===== src/rtl/intpol2_stream_writer.sv =====
// Producer-side front end for the interpolator input FIFO: buffers a frame of
// valid/ready samples and issues single-cycle write strobes under almost-full backpressure.
module intpol2_stream_writer #(
    parameter int DATA_WIDTH = 32,
    parameter int DEPTH      = 8,
    parameter int LEN_WIDTH  = 16
) (
    input  logic                  clk,
    input  logic                  rst,
    input  logic                  start,
    input  logic                  abort,
    input  logic [LEN_WIDTH-1:0]  frame_len,
    input  logic                  s_valid,
    input  logic [DATA_WIDTH-1:0] s_data,
    output logic                  s_ready,
    input  logic                  Afull_i,
    output logic                  Write_Enable_fifo_o,
    output logic [DATA_WIDTH-1:0] data_out_fifo,
    output logic                  busy,
    output logic                  done,
    output logic [LEN_WIDTH-1:0]  wr_count
);

    localparam int AW = (DEPTH > 1) ? $clog2(DEPTH) : 1;
    localparam int CW = AW + 1;

    typedef enum logic [0:0] {
        IDLE = 1'b0,
        RUN  = 1'b1
    } state_t;

    state_t                state;
    logic [DATA_WIDTH-1:0] mem [DEPTH];
    logic [AW-1:0]         wr_ptr;
    logic [AW-1:0]         rd_ptr;
    logic [CW-1:0]         occ;
    logic [LEN_WIDTH-1:0]  len;
    logic [LEN_WIDTH-1:0]  acc_count;
    logic [LEN_WIDTH-1:0]  wr_next;
    logic                  full;
    logic                  empty;
    logic                  push;
    logic                  pop;

    assign full    = (occ == CW'(DEPTH));
    assign empty   = (occ == {CW{1'b0}});
    // Uses full before any same-cycle pop, so a full FIFO refuses input even while draining.
    assign s_ready = (state == RUN) && !full && (acc_count < len);

    // Push/pop qualification; abort overrides both.
    always_comb begin
        push    = 1'b0;
        pop     = 1'b0;
        wr_next = wr_count + 1'b1;
        if ((state == RUN) && !abort) begin
            push = s_valid && s_ready;
            pop  = !empty && !Afull_i;
        end else begin
            push = 1'b0;
            pop  = 1'b0;
        end
    end

    // Sample storage; pointers decide validity, so the array needs no reset.
    always_ff @(posedge clk) begin
        if (push) begin
            mem[wr_ptr] <= s_data;
        end
    end

    // Frame control FSM, FIFO pointers and registered outputs.
    always_ff @(posedge clk) begin
        if (rst) begin
            state               <= IDLE;
            wr_ptr              <= '0;
            rd_ptr              <= '0;
            occ                 <= '0;
            len                 <= '0;
            acc_count           <= '0;
            wr_count            <= '0;
            Write_Enable_fifo_o <= 1'b0;
            data_out_fifo       <= '0;
            busy                <= 1'b0;
            done                <= 1'b0;
        end else if (abort) begin
            state               <= IDLE;
            wr_ptr              <= '0;
            rd_ptr              <= '0;
            occ                 <= '0;
            acc_count           <= '0;
            Write_Enable_fifo_o <= 1'b0;
            busy                <= 1'b0;
            done                <= 1'b0;
        end else begin
            case (state)
                IDLE: begin
                    Write_Enable_fifo_o <= 1'b0;
                    if (start) begin
                        len       <= frame_len;
                        acc_count <= '0;
                        wr_count  <= '0;
                        if (frame_len == {LEN_WIDTH{1'b0}}) begin
                            done <= 1'b1;
                        end else begin
                            done  <= 1'b0;
                            busy  <= 1'b1;
                            state <= RUN;
                        end
                    end else begin
                        done <= 1'b0;
                    end
                end
                RUN: begin
                    if (push) begin
                        wr_ptr    <= wr_ptr + 1'b1;
                        acc_count <= acc_count + 1'b1;
                    end else begin
                        wr_ptr    <= wr_ptr;
                    end
                    case ({push, pop})
                        2'b10:   occ <= occ + 1'b1;
                        2'b01:   occ <= occ - 1'b1;
                        default: occ <= occ;
                    endcase
                    if (pop) begin
                        rd_ptr              <= rd_ptr + 1'b1;
                        data_out_fifo       <= mem[rd_ptr];
                        Write_Enable_fifo_o <= 1'b1;
                        wr_count            <= wr_next;
                        if (wr_next == len) begin
                            done  <= 1'b1;
                            busy  <= 1'b0;
                            state <= IDLE;
                        end else begin
                            done  <= 1'b0;
                        end
                    end else begin
                        Write_Enable_fifo_o <= 1'b0;
                        done                <= 1'b0;
                    end
                end
                default: begin
                    state               <= IDLE;
                    Write_Enable_fifo_o <= 1'b0;
                    busy                <= 1'b0;
                    done                <= 1'b0;
                end
            endcase
        end
    end

endmodule


===== config.mk =====
export PLATFORM = sky130hd
export DESIGN_NAME = intpol2_stream_writer
export DESIGN_NICKNAME = d
export VERILOG_FILES = /design/src/rtl/intpol2_stream_writer.sv
export SDC_FILE = /design/constraint.sdc
export NUM_CORES = 1
export LEC_CHECK = 0
export CAP_MARGIN = 20
export CORE_MARGIN = 8
export CORE_UTILIZATION = 25
export CTS_CLUSTER_DIAMETER = 60
export DETAILED_ROUTE_END_ITERATION = 16
export PLACE_DENSITY_LB_ADDON = 0.12
export SETUP_SLACK_MARGIN = 0.5
export SLEW_MARGIN = 20
export SYNTH_ARGS = -nofsm -noshare
export SYNTH_HDL_FRONTEND = slang
export SYNTH_SLANG_ARGS = --single-unit

===== constraint.sdc =====
create_clock -name clk -period 14.19 [get_ports clk]
set_input_delay 2.1285 -clock clk [delete_from_list [all_inputs] [get_ports clk]]
set_output_delay 2.1285 -clock clk [all_outputs]
set_load 0.02 [all_outputs]

Word level (Yosys, flattened, before mapping)
Memory sizes are Yosys's and may differ from the RTL's. A register that Yosys moved wholly into a read port is not among the register bits.
Index checks and enable logic that the tools add are counted.
{"block": "totals", "n_memories": 1, "mem_bits_rw": 256, "register_bits": 62}
{"name": "mem", "words": 8, "width": 32, "read_ports": 1, "rd_ports_with_merged_regs": 1, "wr": 1, "line_no": "33", "source": "logic [DATA_WIDTH-1:0] mem [DEPTH];"}
{"block": "op_classes", "n_bitwise": 2, "addsub": 6, "n_mux": 27, "reduce_logical": 21, "order_cmp": 1, "n_eq_ne": 9}
{"operator": "$pmux W16 S2", "count": 2}
{"operator": "$mux W16", "count": 3}
{"operator": "$add A16 B1 Y16 const B", "count": 2}
{"operator": "$mux W1", "count": 17}
{"operator": "$eq A16 B16 Y1", "count": 1}
{"operator": "$logic_not A16 Y1", "count": 1}
{"operator": "$lt A16 B16 Y1", "count": 1}
{"operator": "$reduce_and A3 Y1", "count": 3}
{"operator": "$pmux W1 S2", "count": 4}
{"operator": "$pmux W4 S2", "count": 1}
{"operator": "$reduce_and A2 Y1", "count": 4}
{"operator": "$add A3 B1 Y3 const B", "count": 2}
{"operator": "$ne A2 B1 Y1 const B", "count": 3}
{"operator": "$logic_and A1 B1 Y1", "count": 5}
{"operator": "$add A4 B1 Y4 const B", "count": 1}
{"operator": "$eq A4 B4 Y1 const B", "count": 1}
{"operator": "$logic_not A1 Y1", "count": 4}
{"operator": "$logic_not A4 Y1", "count": 1}
{"operator": "$ne A2 B2 Y1 const B", "count": 2}
{"operator": "$reduce_and A4 Y1", "count": 1}
{"operator": "$sub A4 B1 Y4 const B", "count": 1}
{"operator": "$eq A2 B1 Y1 const B", "count": 1}
{"operator": "$eq A2 B2 Y1 const B", "count": 1}
{"operator": "$not A1 Y1", "count": 2}
{"operator": "2 further kinds", "count": 2}

Depth between registers and ports, before layout
Gate-level depths: netlist (run 1).
{"block": "logic_depth", "ltp_word": 9, "ltp_mapped": 17, "mapped_depth_nobuf": 16}

Worst setup path before layout (run 1)
Ideal clock, no wire load.
{"block": "synth_timing", "path_type": "input-to-reg", "from": "in abort", "to": "mem mem[2][0] (enable)", "required_ns": 13.677, "setup_slack_ns": 7.425, "setup_time_ns": 0.513, "n_path_buf": 2, "arrival_time_ns": 6.252, "cell_stages": 7, "path_cell_list": "clkbuf_1 nor2b_1 nand2_1 clkbuf_1 nor2_1 inv_2 nor4b_1"}
{"block": "synth_between", "elab_chain_cells": 5}
{"item": "start, declared", "line_no": "11", "source": "input logic abort,"}
{"item": "$logic_not A1 Y1", "line_no": "55", "source": "if ((state == RUN) && !abort) begin"}
{"item": "$logic_and A1 B1 Y1", "line_no": "55"}
{"item": "$mux W1", "line_no": "55"}
{"item": "$mux W1", "line_no": "66", "source": "if (push) begin"}
{"item": "$mux W1 (implied by the code)", "line_no": "67", "source": "mem[wr_ptr] <= s_data;"}
{"item": "end, declared", "line_no": "33"}
No other way between the ends.

Worst setup path after layout (run 1)
{"block": "layout_timing", "from": "reg len[15]", "to": "out s_ready"}
{"block": "layout_between", "elab_chain_cells": 2}
{"item": "start, declared", "line_no": "37", "source": "logic [LEN_WIDTH-1:0] len;"}
{"item": "start signal, assigned", "line_no": "99", "source": "len <= frame_len;"}
{"item": "$lt A16 B16 Y1", "line_no": "48", "source": "assign s_ready = (state == RUN) && !full && (acc_count < len);"}
{"item": "$logic_and A1 B1 Y1", "line_no": "48"}
{"item": "end, declared", "line_no": "15", "source": "output logic s_ready,"}
No other way between the ends.

==> results of run 1 <==
-- where the power goes --
group          internal [W]  switching [W]
clock              0.000644       0.000451
combinational     0.0000220      0.0000323
sequential          0.00110     0.00000388
-- state kept, by name (all words and copies together), names as in the netlist --
name and cells:
data_out_fifo 32, done 1, rd_ptr 3, busy 1, len 16, mem 256
state 1, occ 4, wr_count 16, wr_ptr 3, acc_count 16, Write_Enable_fifo_o 1
-- layout by cell type (no fill, tap or decap), drive strengths merged, types with 5 or more instances in the layout --
cell and count:
nand4 12, nor2 66, nand3 15, a21o 7, nor3 14, clkinvlp 8, nand2 62, dfxtp 94
clkdlybuf4s50 104, edfxtp 256, clkinv 19, o21ai 16, mux2i 34, clkbuf 53, xnor2 19, xor2 11
mux4 64, a21oi 58, a211oi 35, o31ai 14, and3 6, nor4 12, nand2b 5, ha 22
or4 15, buf 20, inv 28
-- worst min-delay path: stages, from the launching register on --
cell and delay, ns:
dfxtp_1 0.33, nand2_1 0.06, a21oi_1 0.05
-- area by class of cell --
class,count,area [um2],share of cell area
inverters,26,98.8,0.00554
well taps,765,957,0.0537
repair buffers,124,1190,0.0666
clock inverters,31,254,0.0142
flip-flops and latches,350,9580,0.537
multi-input cells,534,4560,0.256
diodes,2,5.00,0.000281
clock buffers,53,1200,0.0671
-- synth_stat cells, types with 13 or more instances --
cell type,count,share of area
a211oi_1,35,0.018
a21oi_1,58,0.020
clkbuf_1,42,0.011
dfxtp_1,94,0.13
edfxtp_1,256,0.53
ha_1,22,0.019
inv_1,23,0.0060
mux2i_1,34,0.024
mux4_2,64,0.10
nand2_1,62,0.016
nand3_1,13,0.0045
nor2_1,66,0.017
nor3_1,14,0.0049
o21ai_0,16,0.0056
o31ai_1,14,0.0073
or4_1,14,0.0073
xnor2_1,19,0.012
-- stage by stage --
step / worst slack (ns) / power [W] / cell area [um2] / utilization
2_1_floorplan: 7.42 / 0.00114 / 14400 / -
6_report: 8.87 / 0.00225 / 17800 / 0.311
5_1_grt: 8.68 / 0.00233 / 17800 / 0.311
4_1_cts: 8.79 / 0.00229 / 17800 / 0.311
3_3_place_gp: 8.73 / 0.00118 / 16400 / 0.285
3_5_place_dp: 8.68 / 0.00118 / 16400 / 0.285
-- cell families (layout without fill, tap and decap cells) --
| logic type | after synthesis | in the layout | synth area share |
|---|---|---|---|
| mux | 99 | 99 | 0.125 |
| buf+inv | 86 | 234 | 0.0238 |
| compound gates | 155 | 155 | 0.0691 |
| other cells | 0 | 2 | 0 |
| xor+xnor | 30 | 30 | 0.0182 |
| simple gates | 227 | 227 | 0.0804 |
| flops | 350 | 350 | 0.663 |
| fa+ha+maj | 23 | 23 | 0.0205 |
-- worst max path at each step --
stage,cells after the start,from,end
CTS,8,len[15]$_SDFFE_PP0P_,s_ready
global placement,13,abort,occ[3]$_SDFFE_PP0P_
global route,8,len[15]$_SDFFE_PP0P_,s_ready
detailed placement,13,abort,occ[3]$_SDFFE_PP0P_
finish,8,len[15]$_SDFFE_PP0P_,s_ready
floorplan,7,abort,mem[2][0]$_DFFE_PP_
-- metal layers --
layer,GRT usage,part of all wire,wire [um]
met1,0.152,0.46,17900
met2,0.186,0.46,17900
met3,0.0275,0.044,1710
met4,0.0387,0.026,1020
met5,0,0.00080,31
==> run metrics, run 1 <==
status=completed; Crit path largest cell delay=0.61 ns; Startpoint Class=register; Crit path max-delay family=buffers and inverters; # fillers=5685; register bit total from synthesis=350; hold_sp=len[4]$_SDFFE_PP0P_; Distinct cells, synth=61; initial antenna violation count=4; Worst Path Buf+Inv=4; Max-Cap Viols=0; WP data required=12.06 ns; FP Rows=88; global-route wire length before repair=58100 um; Final nets=1158; I/O pins=106; post-route ant nets=0; DIE WIDTH=256 um; Reg2Reg Capture Point=occ[3]$_SDFFE_PP0P_; synthesized cell area=0.0144 mm2; number of synthesized flops with an enable pin=256; Worst R2R Path Depth=16; DR iter-0 viols=435; layout cells sized above 1=0.166; DRC=0; cts repair resizes=0; Slew HR=0.367; final WL=38600 um; vias in the first global route=8883; Post-Syn Nets=1047; async set-reset flop share out of synthesis=0; Clock Sinks=350; Clock Path Buffers=3; Period Utilization, post-route=0.375; hpwl dp=23100 um; CP Cell Sequence=inv_1, ha_1, a221oi_1, o211ai_1, a221o_1, buf_4, inv_2, clkdlybuf4s50_1; Initial Utilization=0.251; Worst Tran Pin Value=0.950 ns; WS Path Type=register to output port; Setup violations, final=0; path type of the worst min-delay path=register to register; Finished Layout Cells=1885; CP max-delay cell=clkdlybuf4s50_1; port bufs=105; RSZ-0062 raised after global routing=false; GR Overflow Total=0; Core Area=0.0574 mm2; crit path max fanout=35; setup bufs post-CTS=0; reg-to-reg startpoint=len[15]$_SDFFE_PP0P_; Inst Count DP=1799; Primary FF master, synth=edfxtp_1; routed via count=8487; drt via density=4.50; DR WL/cell=20.5 um; Syn Area/Cell=14.9 um2; overall routing resource usage=0.116; pwr dens=126 mW/mm2; highest clock rate=0.188 GHz; CTS buffer count=45; # hold bufs at CTS=0; pin count of the biggest net entering global routing=67; area grow syn2layout=23.7%; reg2reg setup slack=10.55 ns; hold violation count in the final report=0; Setup Skew=0.0277 ns; Fin Setup TNS=0 ns; post-synthesis sequential area ratio=0.663; Yosys warning total=0; worst hold slack=0.497 ns; Die Ht=256 um; full die area=0.0656 mm2; CP Data Arrival Time=3.20 ns; Hold Path Cell Cnt=2; H-tree levels=2; Final min period=5.32 ns; Clock Latency Late Sink=0.57 ns; CTS tree=done; clock transition at the registers of the reported paths=0.05 ns; crit end category=output port; Peak VDD IR=0.0000770 V; GP Congestion=0.762; post-synthesis cell count=970; WHS Endpoint=len[4]$_SDFFE_PP0P_; root buffer cell=clkbuf_16; Max Slew Vio Count=0; P_leak=5.45 nW; drt pass-1 iters=4
No activity file was read; power rests on OpenSTA's default activity.
==> inputs of run 2 (changes only) <==
==> constraint.sdc (replaced) <==
create_clock -name clk -period 4.35 [get_ports clk]
set_input_delay 0.6525 -clock clk [delete_from_list [all_inputs] [get_ports clk]]
set_output_delay 0.6525 -clock clk [all_outputs]
set_load 0.02 [all_outputs]
==> run 2 against run 1 <==
Net effect: count of clock-buffer cells in the layout is 5 higher; non-clock buffer count is 2 higher; combinational power grew to 3.3 times the previous value; core utilization is 0.12 points higher; clock power grew to 3.1 times the previous value; total power grew to 3.2 times the previous value.
==> run metrics, run 2 (same netlist as run 1, synthesis figures left out) <==
status=completed; pin count of the biggest net entering global routing=47 (-30%); RSZ-0062 raised after global routing=false; commonest non-fill, non-tap cell in the layout=edfxtp_1; WS Path Type=register to output port; Clock Latency Late Sink=0.56 ns (about the same); root buffer cell=clkbuf_16; port bufs=105 (unchanged); Startpoint Class=register; Worst Setup EP=s_ready; Design Power=0.00718 W (+220%); FP Rows=88 (unchanged); biggest regs=mem: 256 flops, data_out_fifo: 32 flops; max reg flops=256 (unchanged); Crit path top cell by count=a21o_1; area grow syn2layout=24.2%; DR iter-0 viols=540 (+24%); CTS buffer count=43 (-4.4%); initial antenna violation count=0 (-4); drt pass-1 iters=4 (unchanged); crit end category=output port; placed inst area=0.0166 mm2 (+1.1%); global-route wire length before repair=58400 um (+0.59%); vias in the first global route=9107 (+2.5%); post-route ant nets=0 (unchanged); CP Data Arrival Time=2.90 ns (-0.30 ns); post-place setup slack=0.858 ns (-7.82 ns); crit path max fanout=34 (-2.9%); pwr dens=401 mW/mm2 (+220%); reg-to-reg startpoint=len[5]$_SDFFE_PP0P_; Worst Setup SP=len[5]$_SDFFE_PP0P_; Most flops, register=mem; Clock Path Buffers=3 (unchanged); cts repair resizes=1 (+1); hold violation count in the final report=0 (unchanged); CTS tree=done; Finished Layout Cells=1880 (-0.27%); Inst Count DP=1801 (+0.11%); full die area=0.0656 mm2 (unchanged); Clock Sinks=350 (unchanged); Worst Path Buf+Inv=4 (unchanged); final WL=37900 um (-1.8%); drt via density=4.54 (+0.86%); Initial Utilization=0.251 (unchanged); DIE WIDTH=256 um (unchanged); # hold bufs at CTS=0 (unchanged); Final nets=1158 (unchanged); overall routing resource usage=0.115 (-0.000826); CP max-delay cell=dfxtp_1; clock transition at the registers of the reported paths=0.06 ns (about the same); Worst path depth=9 (+1); Slew HR=0.411 (+0.0447); DR WL/cell=20.2 um (-1.5%); path type of the worst min-delay path=register to register; WP data required=3.70 ns (-8.36 ns); GR Overflow Total=0 (unchanged); Final min period=3.55 ns; Fin Setup TNS=0 ns (unchanged); Die Ht=256 um (unchanged); Max Slew Vio Count=0 (unchanged); Worst Tran Pin Value=0.880 ns (-0.0703 ns); Setup Skew=0.0122 ns (-0.0155 ns); CP Cell Sequence=inv_1, ha_1, a21o_1, a21o_1, a21o_1, a221o_1, buf_4, inv_2, dlygate4sd2_1; GP Congestion=0.746 (-2.1%); Reg2Reg Capture Point=occ[3]$_SDFFE_PP0P_; Worst R2R Path Depth=16 (unchanged); setup ws final=0.800 ns (-8.07 ns); setup bufs post-CTS=0 (unchanged); layout cells sized above 1=0.160 (-0.00673); highest clock rate=0.282 GHz; I/O pins=106 (unchanged); P_leak=5.45 nW (about the same); hpwl dp=23200 um (+0.74%); Ant. Diodes=0 (-2); H-tree levels=2 (unchanged); Setup violations, final=0 (unchanged); Period Utilization, post-route=0.816; commonest cells after routing, fill and taps aside=edfxtp_1 (256), clkdlybuf4s50_1 (103), dfxtp_1 (91); Crit path max-delay family=compound AO/OA/AOI/OAI gates; final design area excluding fillers=0.0179 mm2 (+0.40%); routed via count=8537 (+0.59%); Core Area=0.0574 mm2 (unchanged); Max-Cap Viols=0 (unchanged); Crit path largest cell delay=0.40 ns (-0.21 ns); DRC=0 (unchanged); reg2reg setup slack=0.98 ns (-9.57 ns); Peak VDD IR=0.000245 V (+220%)
run 2: cell count changes in the layout (fill, tap and decap cells not counted), moves of 6 or more:
cell / delta
buf_12: +9
buf_4: -7
clkbuf_1: +6
clkinvlp_4: -6
run 2: layout make-up:
class                      count  area [um2]
clock inverter                21         169
sequential                   350        9580
clock buffer                  58        1180
tap                          765         957
inverter                      26        98.8
timing repair buffer         126        1320
fill                        5685       39500
multi-input combinational    534        4610
run 2: how the worst min path moves through the flow:
| stage | startpoint | depth (start not counted) | to | slack (ns) |
|---|---|---|---|---|
| final | len[1]$_SDFFE_PP0P_ | 2 | len[1]$_SDFFE_PP0P_ | 0.49 |
| after global routing | data_out_fifo[17]$_SDFFE_PP0P_ | 2 | data_out_fifo[17]$_SDFFE_PP0P_ | 0.52 |
| after CTS | len[1]$_SDFFE_PP0P_ | 2 | len[1]$_SDFFE_PP0P_ | 0.49 |
| after floorplan | acc_count[15]$_SDFFE_PP0P_ | 2 | acc_count[15]$_SDFFE_PP0P_ | 0.46 |
| after global placement | len[15]$_SDFFE_PP0P_ | 2 | len[15]$_SDFFE_PP0P_ | 0.48 |
| after detailed placement | len[1]$_SDFFE_PP0P_ | 2 | len[1]$_SDFFE_PP0P_ | 0.48 |
run 2: through the flow:
stage | hold slack [ns] | utilization
floorplan | 0.456 | -
finish | 0.489 | 0.312
CTS | 0.492 | 0.312
global route | 0.515 | 0.312
global placement | 0.477 | 0.289
detailed placement | 0.483 | 0.289
run 2: power breakdown:
part           internal [W]  switching (W)
Sequential          0.00358      0.0000108
Clock               0.00199        0.00142
Combinational     0.0000714       0.000108
run 2: worst register-to-register path: cells and delay by family (launching register included):
family,cells,cell delay (ns)
flops,1,0.40
fa+ha+maj,3,0.87
buf+inv,2,0.21
simple gates,3,0.30
xor+xnor,2,0.28
compound gates,6,1.19
run 2: layer usage:
metal,up-vias,part of all wire,GRT usage
li1,4001,-,-
met4,0,0.026,0.0389
met2,172,0.47,0.186
met5,-,0,0
met1,4300,0.47,0.151
met3,64,0.044,0.0252
==> inputs of run 3 (changes only) <==
==> constraint.sdc (replaced) <==
create_clock -name clk -period 3.4 [get_ports clk]
set_input_delay 0.51 -clock clk [delete_from_list [all_inputs] [get_ports clk]]
set_output_delay 0.51 -clock clk [all_outputs]
set_load 0.02 [all_outputs]
==> run 3 against run 2 <==
Net effect: final area grew 2.9%; largest power group unchanged; routed wire length grew 4.6%; hold slack got worse by 0.077 ns; highest routed layer is now met5.
==> run metrics, run 3 (same netlist as run 1, synthesis figures left out) <==
status=completed; Worst Tran Pin Value=0.899 ns (+0.0193 ns); vias in the first global route=9332 (+2.5%); Period Utilization, post-route=0.840; Crit path max-delay family=compound AO/OA/AOI/OAI gates; Internal Dissipation=0.00735 W (+30%); pwr dens=507 mW/mm2 (+27%); Die Ht=256 um (unchanged); H-tree levels=2 (unchanged); Setup Skew=0.0256 ns (+0.0134 ns); global-route wire length before repair=60500 um (+3.6%); DR WL/cell=20.8 um (+3.0%); drt pass-1 iters=4 (unchanged); I/O pins=106 (unchanged); Final nets=1185 (+2.3%); final WL=39600 um (+4.6%); clock transition at the registers of the reported paths=0.05 ns (about the same); hold violation count in the final report=0 (unchanged); RSZ-0062 raised after global routing=true; Most flops, register=mem; CTS buffer count=44 (+2.3%); highest clock rate=0.350 GHz; setup ws final=0.543 ns (-0.257 ns); Finished Layout Cells=1908 (+1.5%); drt via density=4.55 (+0.17%); crit path max fanout=4 (-88%); Final min period=2.86 ns; worst hold slack=0.413 ns (-0.0769 ns); switching power total=0.00200 W (+30%); DR iter-0 viols=460 (-15%); post-place setup slack=0.182 ns (-0.676 ns); initial antenna violation count=2 (+2); Startpoint Class=register; CP Cell Sequence=ha_4, a21o_1, a21o_1, a21o_1, a221o_2, nor2_4, inv_6, ha_4, ha_4, a21o_1, a21oi_2, xnor2_1, nand2_1, xor2_1, nor2_1; # hold bufs at CTS=0 (unchanged); Setup violations, final=0 (unchanged); layout cells sized above 1=0.204 (+0.0442); Slew HR=0.401 (-0.0107); Clock Latency Late Sink=0.57 ns (about the same); Inst Count DP=1811 (+0.56%); pin count of the biggest net entering global routing=81 (+72%); Max-Cap Viols=0 (unchanged); area grow syn2layout=27.8%; commonest cells after routing, fill and taps aside=edfxtp_1 (256), clkdlybuf4s50_1 (103), dfxtp_1 (76); Logic pwr share=0.029 (+0.004); clock share of power=0.480 (+0.005); commonest non-fill, non-tap cell in the layout=edfxtp_1; max reg flops=256 (unchanged); root buffer cell=clkbuf_16; DRC=0 (unchanged); Peak VDD IR=0.000362 V (+48%); P_leak=5.66 nW (+3.8%); GR Overflow Total=0 (unchanged); Clock Sinks=350 (unchanged); Worst Path Buf+Inv=1 (-3); Ant. Diodes=0 (unchanged); full die area=0.0656 mm2 (unchanged); Crit path largest cell delay=0.40 ns (about the same); post-route ant nets=0 (unchanged); CP max-delay cell=a221o_2; placed inst area=0.0167 mm2 (+0.93%); switch share=0.214 (-0.000226); hpwl dp=23400 um (+0.85%); Core Area=0.0574 mm2 (unchanged); biggest regs=mem: 256 flops, data_out_fifo: 32 flops; crit end category=register; Clock Path Buffers=3 (unchanged); FP Rows=88 (unchanged); Initial Utilization=0.251 (unchanged); part of the power in registers=0.491 (-0.009); CP Data Arrival Time=3.28 ns (+0.38 ns); final design area excluding fillers=0.0184 mm2 (+2.9%); WS Path Type=register to register; GP Congestion=0.753 (+0.94%); WP data required=3.83 ns (+0.13 ns); port bufs=105 (unchanged); Max Slew Vio Count=0 (unchanged); CTS tree=done; Crit path top cell by count=a21o_1; DIE WIDTH=256 um (unchanged); Fin Setup TNS=0 ns (unchanged); path type of the worst min-delay path=primary input to register; overall routing resource usage=0.119 (+0.00431); routed via count=8679 (+1.7%)
[run 3: cell count changes in the layout (fill, tap and decap cells not counted), sizes merged]
cell / delta
buf: +25
bufbuf: +1
bufinv: +1
clkbuf: +5
clkinv: +2
clkinvlp: -1
dlygate4sd2: -1
inv: -4
[run 3: area by class of cell]
| class | instances | area [um2] |
|---|---|---|
| Clock buffer | 62 | 1210 |
| Clock inverter | 19 | 191 |
| Fill cell | 5647 | 38900 |
| Inverter | 26 | 111 |
| Multi-Input combinational cell | 534 | 4750 |
| Sequential cell | 350 | 9600 |
| Tap cell | 765 | 957 |
| Timing Repair Buffer | 152 | 1610 |
[run 3: repair_timing]
action | CTS | global route
cloned | 1 | 1
gates resized for setup | 32 | 14
buffers inserted | 9 | 5
setup endpoints to repair | 104 | 165
pin swaps | 11 | 11
endpoints found under the hold margin | 0 | 0
[run 3: worst paths after layout]
| path | start | end | cells after the start | slack [ns] |
|---|---|---|---|---|
| setup / recovery | acc_count[5]$_SDFFE_PP0P_ | occ[3]$_SDFFE_PP0P_ | 15 | 0.54 |
| hold / removal | rst | done$_SDFF_PP0_ | 3 | 0.41 |
| setup reg to reg | acc_count[5]$_SDFFE_PP0P_ | occ[3]$_SDFFE_PP0P_ | 15 | 0.54 |
| hold reg to reg | len[9]$_SDFFE_PP0P_ | len[9]$_SDFFE_PP0P_ | 2 | 0.47 |
[run 3: metrics by stage]
stage / power (W) / utilization
after floorplan: 0.00478 / -
after global placement: 0.00493 / 0.291
after detailed placement: 0.00493 / 0.291
after CTS: 0.00953 / 0.320
after global routing: 0.00970 / 0.321
final: 0.00935 / 0.321
[run 3: worst reg2reg max path, cell delays in order, from the launching register on]
cell and delay, ns:
dfxtp_4 0.35, ha_4 0.23, a21o_1 0.15, a21o_1 0.15, a21o_1 0.16, a221o_2 0.40
nor2_4 0.15, inv_6 0.05, ha_4 0.17, ha_4 0.20, a21o_1 0.16, a21oi_2 0.15
xnor2_1 0.14, nand2_1 0.08, xor2_1 0.15, nor2_1 0.05
[run 3: power by group through the flow]
stage                     Clock [W]  Sequential [W]  Combinational [W]
after floorplan                   0         0.00468          0.0000921
after global placement            0         0.00468           0.000242
after detailed placement          0         0.00468           0.000245
after CTS                   0.00467         0.00459           0.000267
after global routing        0.00482         0.00459           0.000291
final                       0.00449         0.00459           0.000267
[run 3: metal layers]
| layer | global-route usage | wire, um | vias up |
|---|---|---|---|
| li1 | - | - | 4058 |
| met1 | 0.158 | 18500 | 4377 |
| met2 | 0.190 | 18200 | 172 |
| met3 | 0.0257 | 1730 | 68 |
| met4 | 0.0447 | 1160 | 4 |
| met5 | 0 | 23 | - |
